`src/rtl/fp_div_pkg.sv`:
```
// Shared types, constants and operand unpacking for the sequential binary32 divider.
package fp_div_pkg;

  localparam logic [31:0] FP_QNAN    = 32'h7FC00000;
  localparam logic [7:0]  FP_EXP_MAX = 8'hFF;
  localparam int unsigned FP_BIAS    = 127;
  localparam int unsigned DIV_STEPS  = 25;

  typedef enum logic [2:0] {
    IDLE   = 3'd0,
    UNPACK = 3'd1,
    DIVIDE = 3'd2,
    ROUND  = 3'd3,
    DONE   = 3'd4
  } state_t;

  // Result class decided during unpack; SPEC_NONE means the divided significand is used.
  typedef enum logic [2:0] {
    SPEC_NONE = 3'd0,
    SPEC_NAN  = 3'd1,
    SPEC_DBZ  = 3'd2,
    SPEC_INF  = 3'd3,
    SPEC_ZERO = 3'd4
  } spec_t;

  typedef struct packed {
    logic        sign;
    logic [9:0]  exp;
    logic [23:0] sig;
    logic        is_zero;
    logic        is_inf;
    logic        is_nan;
  } fp_unpacked_t;

  // Subnormals are flushed to zero; inf/NaN keep their raw significand (never used).
  function automatic fp_unpacked_t fp_unpack(input logic [31:0] x);
    fp_unpacked_t u;
    u.sign    = x[31];
    u.exp     = 10'(x[30:23]);
    u.is_zero = (x[30:23] == 8'd0);
    u.is_inf  = (x[30:23] == FP_EXP_MAX) && (x[22:0] == 23'd0);
    u.is_nan  = (x[30:23] == FP_EXP_MAX) && (x[22:0] != 23'd0);
    u.sig     = u.is_zero ? 24'd0 : {1'b1, x[22:0]};
    return u;
  endfunction

endpackage

```
`src/rtl/fp_div_core.sv`:
```
// Iterative restoring radix-2 significand divider: one quotient bit per clock after load.
module fp_div_core
  import fp_div_pkg::*;
(
  input  logic        clk,
  input  logic        rst_n,
  input  logic        load,
  input  logic [24:0] sig_a,
  input  logic [23:0] sig_b,
  output logic [24:0] q,
  output logic        sticky,
  output logic        step_done
);

  localparam int unsigned REM_W = 25;
  localparam int unsigned CNT_W = 5;

  logic [REM_W-1:0] rem_q, rem_d;
  logic [REM_W-1:0] q_q, q_d;
  logic [23:0]      div_q, div_d;
  logic [CNT_W-1:0] cnt_q, cnt_d;
  logic             step_done_q, step_done_d;
  logic             ge;
  logic [REM_W-1:0] diff;

  // Counter parks at DIV_STEPS when idle so no stepping occurs until the next load.
  always_comb begin
    rem_d = rem_q;
    q_d   = q_q;
    div_d = div_q;
    cnt_d = cnt_q;
    ge    = 1'b0;
    diff  = rem_q;
    if (load) begin
      rem_d = sig_a;
      q_d   = '0;
      div_d = sig_b;
      cnt_d = '0;
    end else if (cnt_q != CNT_W'(DIV_STEPS)) begin
      ge    = (rem_q >= {1'b0, div_q});
      diff  = ge ? (rem_q - {1'b0, div_q}) : rem_q;
      rem_d = diff << 1;
      q_d   = {q_q[REM_W-2:0], ge};
      cnt_d = cnt_q + CNT_W'(1);
    end
    step_done_d = (cnt_d == CNT_W'(DIV_STEPS - 1));
  end

  always_ff @(posedge clk or negedge rst_n) begin
    if (!rst_n) begin
      rem_q       <= '0;
      q_q         <= '0;
      div_q       <= '0;
      cnt_q       <= CNT_W'(DIV_STEPS);
      step_done_q <= 1'b0;
    end else begin
      rem_q       <= rem_d;
      q_q         <= q_d;
      div_q       <= div_d;
      cnt_q       <= cnt_d;
      step_done_q <= step_done_d;
    end
  end

  assign q         = q_q;
  assign sticky    = |rem_q;
  assign step_done = step_done_q;

endmodule

```
`src/rtl/fp_div_seq.sv`:
```
// Multi-cycle binary32 divider with start/done handshake and fixed 28-cycle latency.
// Optional FP_DIV_INEXACT_EN adds a registered inexact output.
module fp_div_seq
  import fp_div_pkg::*;
#(
  parameter bit          ROUND_NEAREST = 1'b1,
  parameter int unsigned EXP_BIAS      = FP_BIAS
)(
  input  logic        clk,
  input  logic        rst_n,
  input  logic        start,
  input  logic [31:0] a,
  input  logic [31:0] b,
  output logic        busy,
  output logic        done,
  output logic [31:0] quotient,
  output logic        exception,
  output logic        overflow,
  output logic        underflow,
  output logic        div_by_zero
`ifdef FP_DIV_INEXACT_EN
  ,
  output logic        inexact
`endif
);

  localparam int unsigned EXP_W = 10;

  state_t state_q, state_d;
  logic [31:0] a_q, a_d, b_q, b_d;
  logic sign_q, sign_d;
  logic signed [EXP_W-1:0] exp_q, exp_d;
  spec_t spec_q, spec_d;
  logic busy_q, busy_d, done_q, done_d;
  logic [31:0] quot_q, quot_d;
  logic exc_q, exc_d, ovf_q, ovf_d, unf_q, unf_d, dbz_q, dbz_d;
`ifdef FP_DIV_INEXACT_EN
  logic inx_q, inx_d;
`endif

  fp_unpacked_t ua, ub;
  logic pre_shift;
  spec_t spec_u;
  logic core_load;
  logic [24:0] core_sig_a;
  logic [23:0] core_sig_b;
  logic [24:0] core_q;
  logic core_sticky, core_step_done;

  logic inc;
  logic [24:0] sum;
  logic carry;
  logic signed [EXP_W-1:0] exp_r;
  logic ovf_r, unf_r;

  fp_div_core u_core (
    .clk       (clk),
    .rst_n     (rst_n),
    .load      (core_load),
    .sig_a     (core_sig_a),
    .sig_b     (core_sig_b),
    .q         (core_q),
    .sticky    (core_sticky),
    .step_done (core_step_done)
  );

  // Unpack and classify the captured operands; pre-normalise so the quotient lies in [1,2).
  always_comb begin
    ua         = fp_unpack(a_q);
    ub         = fp_unpack(b_q);
    pre_shift  = (ua.sig < ub.sig);
    core_sig_a = pre_shift ? {ua.sig, 1'b0} : {1'b0, ua.sig};
    core_sig_b = ub.sig;
    core_load  = (state_q == UNPACK);
    if (ua.is_nan || ub.is_nan || (ua.is_zero && ub.is_zero) || (ua.is_inf && ub.is_inf))
      spec_u = SPEC_NAN;
    else if (!ua.is_inf && ub.is_zero)
      spec_u = SPEC_DBZ;
    else if (ua.is_inf)
      spec_u = SPEC_INF;
    else if (ua.is_zero || ub.is_inf)
      spec_u = SPEC_ZERO;
    else
      spec_u = SPEC_NONE;
  end

  // Rounding: a carry into 2.0 shows up as sum[24:23]==2'b10 with an all-zero fraction.
  always_comb begin
    inc   = ROUND_NEAREST ? (core_q[0] & (core_sticky | core_q[1])) : 1'b0;
    sum   = {1'b0, core_q[24:1]} + 25'(inc);
    carry = (sum[24:23] == 2'b10);
    exp_r = exp_q + $signed(EXP_W'(carry));
    ovf_r = (exp_r >= 10'sd255);
    unf_r = (exp_r <= 10'sd0);
  end

  // Next state and registered outputs.
  always_comb begin
    state_d = state_q;
    a_d     = a_q;
    b_d     = b_q;
    sign_d  = sign_q;
    exp_d   = exp_q;
    spec_d  = spec_q;
    quot_d  = quot_q;
    exc_d   = exc_q;
    ovf_d   = ovf_q;
    unf_d   = unf_q;
    dbz_d   = dbz_q;
`ifdef FP_DIV_INEXACT_EN
    inx_d   = inx_q;
`endif

    unique case (state_q)
      IDLE, DONE: begin
        if (start) begin
          a_d     = a;
          b_d     = b;
          state_d = UNPACK;
        end else begin
          state_d = IDLE;
        end
      end
      UNPACK: begin
        sign_d  = ua.sign ^ ub.sign;
        exp_d   = $signed(ua.exp - ub.exp + EXP_W'(EXP_BIAS) - EXP_W'(pre_shift));
        spec_d  = spec_u;
        state_d = DIVIDE;
      end
      DIVIDE: begin
        if (core_step_done) state_d = ROUND;
      end
      ROUND: begin
        exc_d   = 1'b0;
        ovf_d   = 1'b0;
        unf_d   = 1'b0;
        dbz_d   = 1'b0;
`ifdef FP_DIV_INEXACT_EN
        inx_d   = 1'b0;
`endif
        unique case (spec_q)
          SPEC_NAN: begin
            quot_d = FP_QNAN;
            exc_d  = 1'b1;
          end
          SPEC_DBZ: begin
            quot_d = {sign_q, FP_EXP_MAX, 23'd0};
            dbz_d  = 1'b1;
            exc_d  = 1'b1;
          end
          SPEC_INF:  quot_d = {sign_q, FP_EXP_MAX, 23'd0};
          SPEC_ZERO: quot_d = {sign_q, 31'd0};
          default: begin
            if (ovf_r) begin
              quot_d = {sign_q, FP_EXP_MAX, 23'd0};
              ovf_d  = 1'b1;
              exc_d  = 1'b1;
            end else if (unf_r) begin
              quot_d = {sign_q, 31'd0};
              unf_d  = 1'b1;
              exc_d  = 1'b1;
            end else begin
              quot_d = {sign_q, exp_r[7:0], sum[22:0]};
            end
`ifdef FP_DIV_INEXACT_EN
            inx_d = core_q[0] | core_sticky | ovf_r | unf_r;
`endif
          end
        endcase
        state_d = DONE;
      end
      default: state_d = IDLE;
    endcase

    busy_d = (state_d == UNPACK) || (state_d == DIVIDE) || (state_d == ROUND);
    done_d = (state_d == DONE);
  end

  always_ff @(posedge clk or negedge rst_n) begin
    if (!rst_n) begin
      state_q <= IDLE;
      a_q     <= '0;
      b_q     <= '0;
      sign_q  <= 1'b0;
      exp_q   <= '0;
      spec_q  <= SPEC_NONE;
      busy_q  <= 1'b0;
      done_q  <= 1'b0;
      quot_q  <= '0;
      exc_q   <= 1'b0;
      ovf_q   <= 1'b0;
      unf_q   <= 1'b0;
      dbz_q   <= 1'b0;
`ifdef FP_DIV_INEXACT_EN
      inx_q   <= 1'b0;
`endif
    end else begin
      state_q <= state_d;
      a_q     <= a_d;
      b_q     <= b_d;
      sign_q  <= sign_d;
      exp_q   <= exp_d;
      spec_q  <= spec_d;
      busy_q  <= busy_d;
      done_q  <= done_d;
      quot_q  <= quot_d;
      exc_q   <= exc_d;
      ovf_q   <= ovf_d;
      unf_q   <= unf_d;
      dbz_q   <= dbz_d;
`ifdef FP_DIV_INEXACT_EN
      inx_q   <= inx_d;
`endif
    end
  end

  assign busy        = busy_q;
  assign done        = done_q;
  assign quotient    = quot_q;
  assign exception   = exc_q;
  assign overflow    = ovf_q;
  assign underflow   = unf_q;
  assign div_by_zero = dbz_q;
`ifdef FP_DIV_INEXACT_EN
  assign inexact     = inx_q;
`endif

endmodule

```
`config.mk`:
```
export PLATFORM = sky130hd
export DESIGN_NAME = fp_div_seq
export DESIGN_NICKNAME = d
export VERILOG_FILES = /design/src/rtl/fp_div_pkg.sv /design/src/rtl/fp_div_core.sv /design/src/rtl/fp_div_seq.sv
export SDC_FILE = /design/constraint.sdc
export NUM_CORES = 1
export LEC_CHECK = 0
export CAP_MARGIN = 25
export CORE_MARGIN = 2
export CORE_UTILIZATION = 40
export DETAILED_ROUTE_END_ITERATION = 6
export GPL_TIMING_DRIVEN = 0
export PLACE_DENSITY_LB_ADDON = 0.3
export SYNTH_ARGS = -nofsm -noshare
export SYNTH_HDL_FRONTEND = slang
export SYNTH_SLANG_ARGS = --single-unit
```
`constraint.sdc`:
```
create_clock -name clk -period 6.1 [get_ports clk]
set_clock_uncertainty 0.05 [all_clocks]
set_input_delay 0.61 -clock clk [delete_from_list [all_inputs] [get_ports clk]]
set_output_delay 0.61 -clock clk [all_outputs]
set_load 0.03 [all_outputs]
```
# Word-level counts from Yosys, hierarchy flattened
# Cells that the tools add are included.
# op_classes
add_sub_neg,7
order_cmp,4
n_eq_ne,17
n_mux,28
bitwise,3
reduce_logical,29
# op_table
cell,n
25-bit 2-to-1 mux,5
32-bit one-hot mux with 3 select lines,1
24-bit 2-to-1 mux,3
31-bit 2-to-1 mux,2
23-bit logical NOT,2
23-bit nonzero test,2
24-bit by 1-bit adder with 25-bit output,1
25-bit by 24-bit greater-or-equal comparator with 1-bit output,1
25-bit OR reduction,1
24-bit < comparator,1
24-bit subtractor,1
3-bit by 2-bit == test with 1-bit output (second input constant),6
8-bit == test (second input constant),2
8-bit logical NOT,2
3-bit 2-to-1 mux,5
3-bit one-hot mux with 4 select lines,1
10-bit by 2-bit adder with 10-bit output,1
9-bit by 8-bit adder with 10-bit output (second input constant),1
10-bit by 9-bit greater-or-equal comparator with 1-bit output (second input constant),1
10-bit by 1-bit less-or-equal comparator with 1-bit output (second input constant),1
5-bit 2-to-1 mux,2
10-bit by 1-bit subtractor with 10-bit output,1
3-bit by 1-bit == test with 1-bit output (second input constant),3
3-bit == test (second input constant),3
18 further kinds,39
# word_totals
register_bits,199
in_bits,67
out_inout_bits,38
elab_cells,106

# Depth between registers and ports, before layout
# logic_depth
word_depth,10
ltp_mapped,23
ltp_nobuf,19

# Cells and area by module
# Synthesis repeated with hierarchy kept, for this count alone.
# hier_totals
hier_cells,1330
area_unflattened_um2,12102.9
# modules_own_cells
mod,n_inst,cells_per_inst,area_per_inst_um2,seq_area_each_um2
fp_div_seq,1,775,7203.2,2977.9
fp_div_core,1,555,4899.7,2005.7

# Worst setup path after synthesis
# Ideal clock, no wire load.
# synth_timing
path_type,register to register
startpoint,reg a_q[24]
endpoint,reg exp_q[9]
setup_time_ns,0.110
t_arrival_ns,4.818
required_ns,5.940
slack_ns,1.122
path_stages_with_launch,24
period_less_slack_ns,4.978
cell_sequence,dfrtp_1 -> or4_1 -> or2_2 -> clkbuf_1 -> clkbuf_1 -> nand2_1 -> inv_1 -> ha_1 -> a211oi_1 -> nand2_1 -> a21oi_1 -> o31ai_1 -> a41o_1 -> buf_2 -> buf_2 -> ha_1 -> ha_1 -> fa_1 -> a21o_1 -> a21o_1 -> a21o_1 -> a21oi_1 -> nor2b_1 -> o41ai_1
# synth_between
elab_chain_cells,4
word_cells_on_any_way,6
# synth_rtl
element,line_no,source
start: declaration,fp_div_seq.sv:30,"logic [31:0] a_q, a_d, b_q, b_d;"
start signal: assignment,fp_div_seq.sv:182,a_q <= '0;
start signal: assignment,fp_div_seq.sv:199,a_q <= a_d;
branches (longest 3 deep; another with 9-bit by 8-bit adder with 10-bit output),n/a,
10-bit by 1-bit subtractor with 10-bit output *,fp_div_seq.sv:126,exp_d = $signed(ua.exp - ub.exp + EXP_W'(EXP_BIAS) - EXP_W'(pre_shift));
end signal: assignment,fp_div_seq.sv:202,exp_q <= exp_d;
end: declaration,fp_div_seq.sv:32,"logic signed [EXP_W-1:0] exp_q, exp_d;"
# Every way passes the cells marked *.
# A chain may end at the register's enable or synchronous reset.

# Worst setup path after layout
# Same ends and word-level chain as after synthesis.

==> results by group <==
Power and ir drop
  • Worst IR Drop VDD: 328.6 uV
  • Gate power share: 62.3%
  • Sequential Power Share: 26.1%
  • LEAKAGE: 6.047 nW
  • Clk pwr share: 11.6%
  • Power Density: 695.9 mW/mm^2
  • Switch Pwr: 4.542 mW
  • Power Total: 9.659 mW
  • Switching Share: 47.02%
  • Int Power: 5.117 mW

Placed design
  • Number of I/O port buffers: 104
  • GP Congestion: 0.9315
  • DP Cell Count: 1766
  • Post-DP HPWL: 24.85 mm
  • Setup Slack @ Placement: 0.4041 ns

Floorplan
  • FP Rows: 62
  • Core footprint: 0.02886 mm^2
  • Die height: 175.5 um
  • Ports: 105
  • Die footprint: 0.03078 mm^2
  • Die width: 175.5 um
  • Initial Util: 40.75%

Route
  • DR top layer: met4
  • Starting DRC count in detailed routing: 771
  • Met3 WL post-DR: 1.855 mm
  • Met2 routed WL: 14.97 mm
  • Post-DRT Antenna Nets: 0
  • # DRC: 0
  • Routed len/inst: 18.24 um
  • Vias: 9937
  • Vias per cell: 5.527
  • Routed met1 length: 15.29 mm
  • Routed WL: 32.80 mm
  • Drt first pass iters: 5

Layout
  • Layout cells sized above 1: 8.062%
  • Antenna cell count: 0
  • Fill count: 2805
  • Fin cells: 1798
  • Nets: 1540
  • P&R area growth vs syn: 18.04%

CTS
  • Clock sinks: 199
  • Postcts setup bufs: 0
  • H-Tree Depth: 4
  • Hold Buf Count CTS: 0
  • Root Buffer: clkbuf_16
  • Clk pin slew, worst setup/hold paths: 0.08 ns
  • CTS tree: yes
  • Cts repair resizes: 0
  • Latest clock arrival within the worst-skew pair: 0.45 ns
  • Clk buf depth: 2
  • Num CTS Buffers: 17

Synthesis
  • Yosys warns: 0
  • Distinct cells, synth: 71
  • Synthesized Nets: 1416
  • Avg Cell Area, Syn: 9.208 um^2
  • Flops & latches, synth: 199
  • Post-synth EDFFs: 0
  • Post-synth ARST share: 100.0%
  • Sequential-to-total area share from yosys stat: 42.38%
  • Top FF cell, synth: dfrtp_1
  • Post-Syn Area: 0.01176 mm^2
  • Cell count after synthesis: 1277

STA
  • Final slew viol count: 0
  • Final hold violations: 0
  • Setup violations, final: 0
  • TNS Setup: 0 ns
  • Slew margin rel.: 35.66%
  • Worst-Margin Slew: 0.9615 ns
  • RSZ-0062 raised after global routing: no
  • Final Critical Period: 5.731 ns
  • Final period utilization: 93.96%
  • Max Freq: 174.5 MHz
  • Setup WS post-layout: 0.3686 ns

Setup path
  • CP Launch Type: register
  • Crit. End Element: register
  • Crit-path max FO: 10
  • Critical path required time: 6.39 ns
  • Worst Setup Path Type: reg -> reg
  • WP data arrival: 6.02 ns

GRT
  • Gr ovfl total: 0
  • Global-route wire length before repair: 52.63 mm
  • Total track usage: 21.75%
  • Initial antenna violation count: 0
  • Largest net degree at the start of global routing: 120
  • Number of global-route vias before repair: 9845

Run
  • Max Cap Viol: 0

Outcome
  • Status: finished, final reports clean

Hold path
  • Hold Path Class: in -> async
## power by group through the flow
| stage | Clock [mW] | Sequential, mW | Combinational, mW |
|---|---|---|---|
| after floorplan | 0 | 2.55 | 4.31 |
| after global placement | 0 | 2.51 | 5.84 |
| after detailed placement | 0 | 2.54 | 5.94 |
| after CTS | 1.13 | 2.51 | 5.98 |
| after global routing | 1.19 | 2.61 | 6.66 |
| final | 1.12 | 2.52 | 6.02 |
## flip-flops by register name (all words and copies together) (netlist names), 3 cells and up
register / flops
a_q: 32
b_q: 32
quotient: 32
u_core.q: 25
u_core.rem_q: 25
u_core.div_q: 24
exp_q: 10
u_core.cnt_q: 5
spec_q: 3
state_q: 3
## worst paths after layout
check,startpoint,endpoint,slack (ns),cells past startpoint
max,a_q[24],exp_q[9],0.37,23
min,rst_n,quotient[18],0.19,1
max reg2reg,a_q[24],exp_q[9],0.37,23
min reg2reg,quotient[9],quotient[9],0.43,2
max in group asynchronous,rst_n,b_q[14],4.88,2
min in group clk,quotient[9],quotient[9],0.43,2
## critical path: stages (launching register included)
cell	delay, ns
dfrtp_1	0.46
or4_1	0.58
or2_2	0.30
clkbuf_1	0.20
clkbuf_1	0.31
nand2_1	0.22
inv_1	0.07
ha_1	0.31
a211oi_1	0.25
nand2_1	0.08
a21oi_1	0.13
o31ai_1	0.09
a41o_1	0.22
buf_2	0.21
buf_2	0.25
ha_1	0.21
ha_1	0.20
fa_1	0.41
a21o_1	0.20
a21o_1	0.19
a21o_1	0.18
a21oi_1	0.20
nor2b_1	0.07
o41ai_1	0.23
## per-stage QoR
step / cell area (um^2) / utilization [%] / hold WS [ns]
6_report: 13880 / 48.10 / 0.1933
3_5_place_dp: 13310 / 46.13 / 0.4202
4_1_cts: 13880 / 48.10 / 0.2304
5_1_grt: 13880 / 48.10 / 0.2496
2_1_floorplan: 11760 / - / 0.2644
3_3_place_gp: 13280 / 46.02 / 0.4141
## metal layers
layer  GRT usage, %  up-vias
met5              0        -
met2          34.60      311
li1               -     4792
met4          7.128        0
met3          3.766       40
met1          30.16     4794
## synth_stat cells (8+ instances only)
master / n / share of area (%)
nand2_1: 207 / 6.6
dfrtp_1: 196 / 42
o21ai_0: 101 / 4.3
a21oi_1: 77 / 3.3
ha_1: 69 / 7.3
inv_1: 62 / 2.0
mux2_2: 56 / 5.4
nor2_1: 55 / 1.8
clkbuf_1: 54 / 1.7
xor2_1: 32 / 2.4
xnor2_1: 31 / 2.3
mux2i_1: 22 / 1.9
nand3_1: 22 / 0.94
nor3_1: 21 / 0.89
a21o_1: 20 / 1.3
nor4_1: 20 / 1.1
and2_1: 19 / 1.0
o22ai_1: 18 / 0.96
nand4_1: 14 / 0.74
o211ai_1: 14 / 0.89
o31ai_1: 12 / 0.77
a31oi_1: 10 / 0.53
buf_2: 9 / 0.38
and3_1: 8 / 0.43
## cells in the final DEF, fill, tap and decap left out, drive strengths merged, types with 8 or more instances in the layout
cell type,count
nand2,207
dfrtp,196
o21ai,106
clkdlybuf4s50,103
a21oi,77
clkbuf,72
ha,69
inv,67
mux2,57
nor2,55
xor2,32
xnor2,31
nand3,22
mux2i,22
nor3,21
nor4,20
a21o,20
and2,19
o22ai,18
nand4,15
buf,15
o211ai,14
o31ai,13
a31oi,10
and3,8
## cells by family (layout without fill, tap and decap cells)
logic type / after synthesis / in the layout / share of synthesized area, %
XOR/XNOR: 63 / 63 / 4.692
AO/OA/AOI/OAI: 322 / 322 / 17.07
multiplexers: 79 / 79 / 7.363
flip-flops: 199 / 199 / 42.38
adder cells (fa/ha/maj): 72 / 72 / 7.853
buffers and inverters: 129 / 266 / 4.277
AND/OR/NAND/NOR: 413 / 413 / 16.37
## final cells by class
cell class	count	area [um^2]	area share, %
timing repair buffer	105	1074	7.735
buffer	67	270.3	1.947
sequential	199	4984	35.91
inverter	62	232.7	1.677
multi-input combinational	949	6272	45.19
clock inverter	14	137.6	0.9916
clock buffer	18	429.2	3.092
tap	384	480.5	3.462
(Power assumes the default switching activity.)
==> RTL edit: new RTL, config.mk and constraints unchanged <==
`a_q` no longer has a reset.
--- a/src/rtl/fp_div_seq.sv
+++ b/src/rtl/fp_div_seq.sv
@@ -179,7 +179,6 @@
   always_ff @(posedge clk or negedge rst_n) begin
     if (!rst_n) begin
       state_q <= IDLE;
-      a_q     <= '0;
       b_q     <= '0;
       sign_q  <= 1'b0;
       exp_q   <= '0;
@@ -196,7 +195,6 @@
 `endif
     end else begin
       state_q <= state_d;
-      a_q     <= a_d;
       b_q     <= b_d;
       sign_q  <= sign_d;
       exp_q   <= exp_d;
@@ -214,6 +212,10 @@
     end
   end
 
+  always_ff @(posedge clk) begin
+    a_q <= a_d;
+  end
+
   assign busy        = busy_q;
   assign done        = done_q;
   assign quotient    = quot_q;
Behaviour: same outputs for any inputs over 10 cycles, from zero or initial values and one cycle with rst_n low; that may be too few to reach the edited logic, so the function may still have changed.
==> RTL edit against the original RTL <==
Sequential cell count did not move. Synthesized area fell by 0.73%. Critical path depth fell by 1. Core utilization rose by 0.23 points. Fmax fell by 0.25%. Global-route usage fell by 1.2 points. Combinational power fell by 14%. Sequential share of layout area rose by 1.2 points. Design area barely moved. Routed wire length fell by 6.0%. Worst setup slack got worse by 14 ps. Power fell by 8.9%. Final cell count fell by 0.89%. Count of clock-buffer cells in the layout fell by 1. Critical path type unchanged.
==> RTL edit: results (changes against the original RTL) <==
| Metric | Value |
|---|---|
| Overall power | `0.00880 W (-8.9%)` |
| Mapped Avg Cell Area | `9.27 um^2 (+0.69%)` |
| Total number of vias | `9678 (-2.6%)` |
| Wire per inst | `17.3 um (-5.2%)` |
| Vias/cell | `5.43 (-1.7%)` |
| Synth async-reset ratio | `83.9% (-16 points)` |
| Post-CTS Setup Repair Bufs | `1 (+1)` |
| Post-CTS resize count | `0 (unchanged)` |
| Slowest-stage cell, CP | `or4_4` |
| Final WS setup | `355 ps (-14.1 ps)` |
| Seq pwr | `0.00243 W (-4%)` |
| Syn nets | `1398 (-1.3%)` |
| Final Wtd Congestion | `0.893 (-4.2%)` |
| Ant. Diodes | `0 (unchanged)` |
| Cell variety after synth | `74 (+4.2%)` |
| Hold_ws | `18.3 ps (-175 ps)` |
| DR iter-0 viols | `758 (-1.7%)` |
| DP Area | `13200 um^2 (-0.64%)` |
| Total Routing Usage GR | `20.6% (-1.2 points)` |
| DP Worst Slack | `-102 ps (-506 ps)` |
| Final #Nets | `1524 (-1.0%)` |
| Reg-to-Reg End | `exp_q[9]$_DFFE_PN0P_` |
| First-pass GRT wire length | `50300 um (-4.4%)` |
| Comb. pwr | `0.00520 W (-14%)` |
| R2R Path Start | `a_q[27]$_DFFE_PP_` |
| Leak pwr | `5.89 nW (-2.6%)` |
| Slowest stage delay, CP | `590 ps` |
| Final HPWL from detailed placement | `23300 um (-6.1%)` |
| Metal2 WL | `14000 um (-6.5%)` |
| Worst rel slew slack | `36.7% (+1.0 points)` |
| Ratio of cells with drive above 1 in the final layout | `7.51% (-0.55 points)` |
| Dpl cells | `1748 (-1.0%)` |
| Clk root buf | `clkbuf_16` |
| Largest net degree at the start of global routing | `105 (-13%)` |
| Post-synth top cells | `nand2_1 (206), dfrtp_1 (164), o21ai_0 (83), a21oi_1 (77), ha_1 (69)` |
| Data arrival, critical path | `6040 ps (+20 ps)` |
| Met1 usage | `29.9% (-0.25 points)` |
| Outcome | `complete, no violations` |
| Met3 WL | `1450 um (-22%)` |
| Drt first pass iters | `5 (unchanged)` |
| Area share of the largest cell type after synthesis | `35.2% (-6.6 points)` |
| Worst Reg-to-Reg Cells | `22 (-4.3%)` |
| Vias in the first global route | `9527 (-3.2%)` |
| Worst IR drop on VDD | `0.253 mV (-23%)` |
| Pint | `0.00472 W (-7.7%)` |
| GR Util met3 | `2.50% (-1.3 points)` |
| Initial antenna violation count | `0 (unchanged)` |
| Top post-synthesis cells by area | `dfrtp_1 (35%), edfxtp_1 (8.2%), ha_1 (7.4%), nand2_1 (6.6%), o21ai_0 (3.6%)` |
| Post-synthesis sequential area ratio | `44.1% (+1.7 points)` |
| Post-synth EDFFs | `32 (+32)` |
| Grt met2 use | `32.1% (-2.5 points)` |
| Met1 WL | `14800 um (-3.1%)` |
[RTL edit: cell count changes after synthesis, sizes merged, moves of 7 or more]
cell,before,now
a211oi,5,12
and2,19,26
dfrtp,196,164
edfxtp,0,32
mux2,57,34
nand3,22,45
o21ai,106,95
o22ai,18,10
o31ai,13,2
[RTL edit: area by class of cell]
type                            count  area, um^2
Fill cell                        2738       14800
Inverter                           66         248
Clock buffer                       17         425
Clock inverter                     15         193
Tap cell                          384         480
Buffer                             66         274
Sequential cell                   199        5140
Multi-Input combinational cell    928        6020
Timing Repair Buffer              107        1090
[RTL edit: kinds of logic (layout without fill, tap and decap cells)]
kind of cell,count (synthesis),after routing,synth area share [%]
muxes,52,52,4.82
and+or+nand+nor,439,439,17.6
AOI/OAI and AO/OA,303,303,16.6
adders and majority gates,72,72,7.91
xor gates and xnor gates,62,62,4.65
buffers and inverters,132,271,4.42
DFF,199,199,44.1
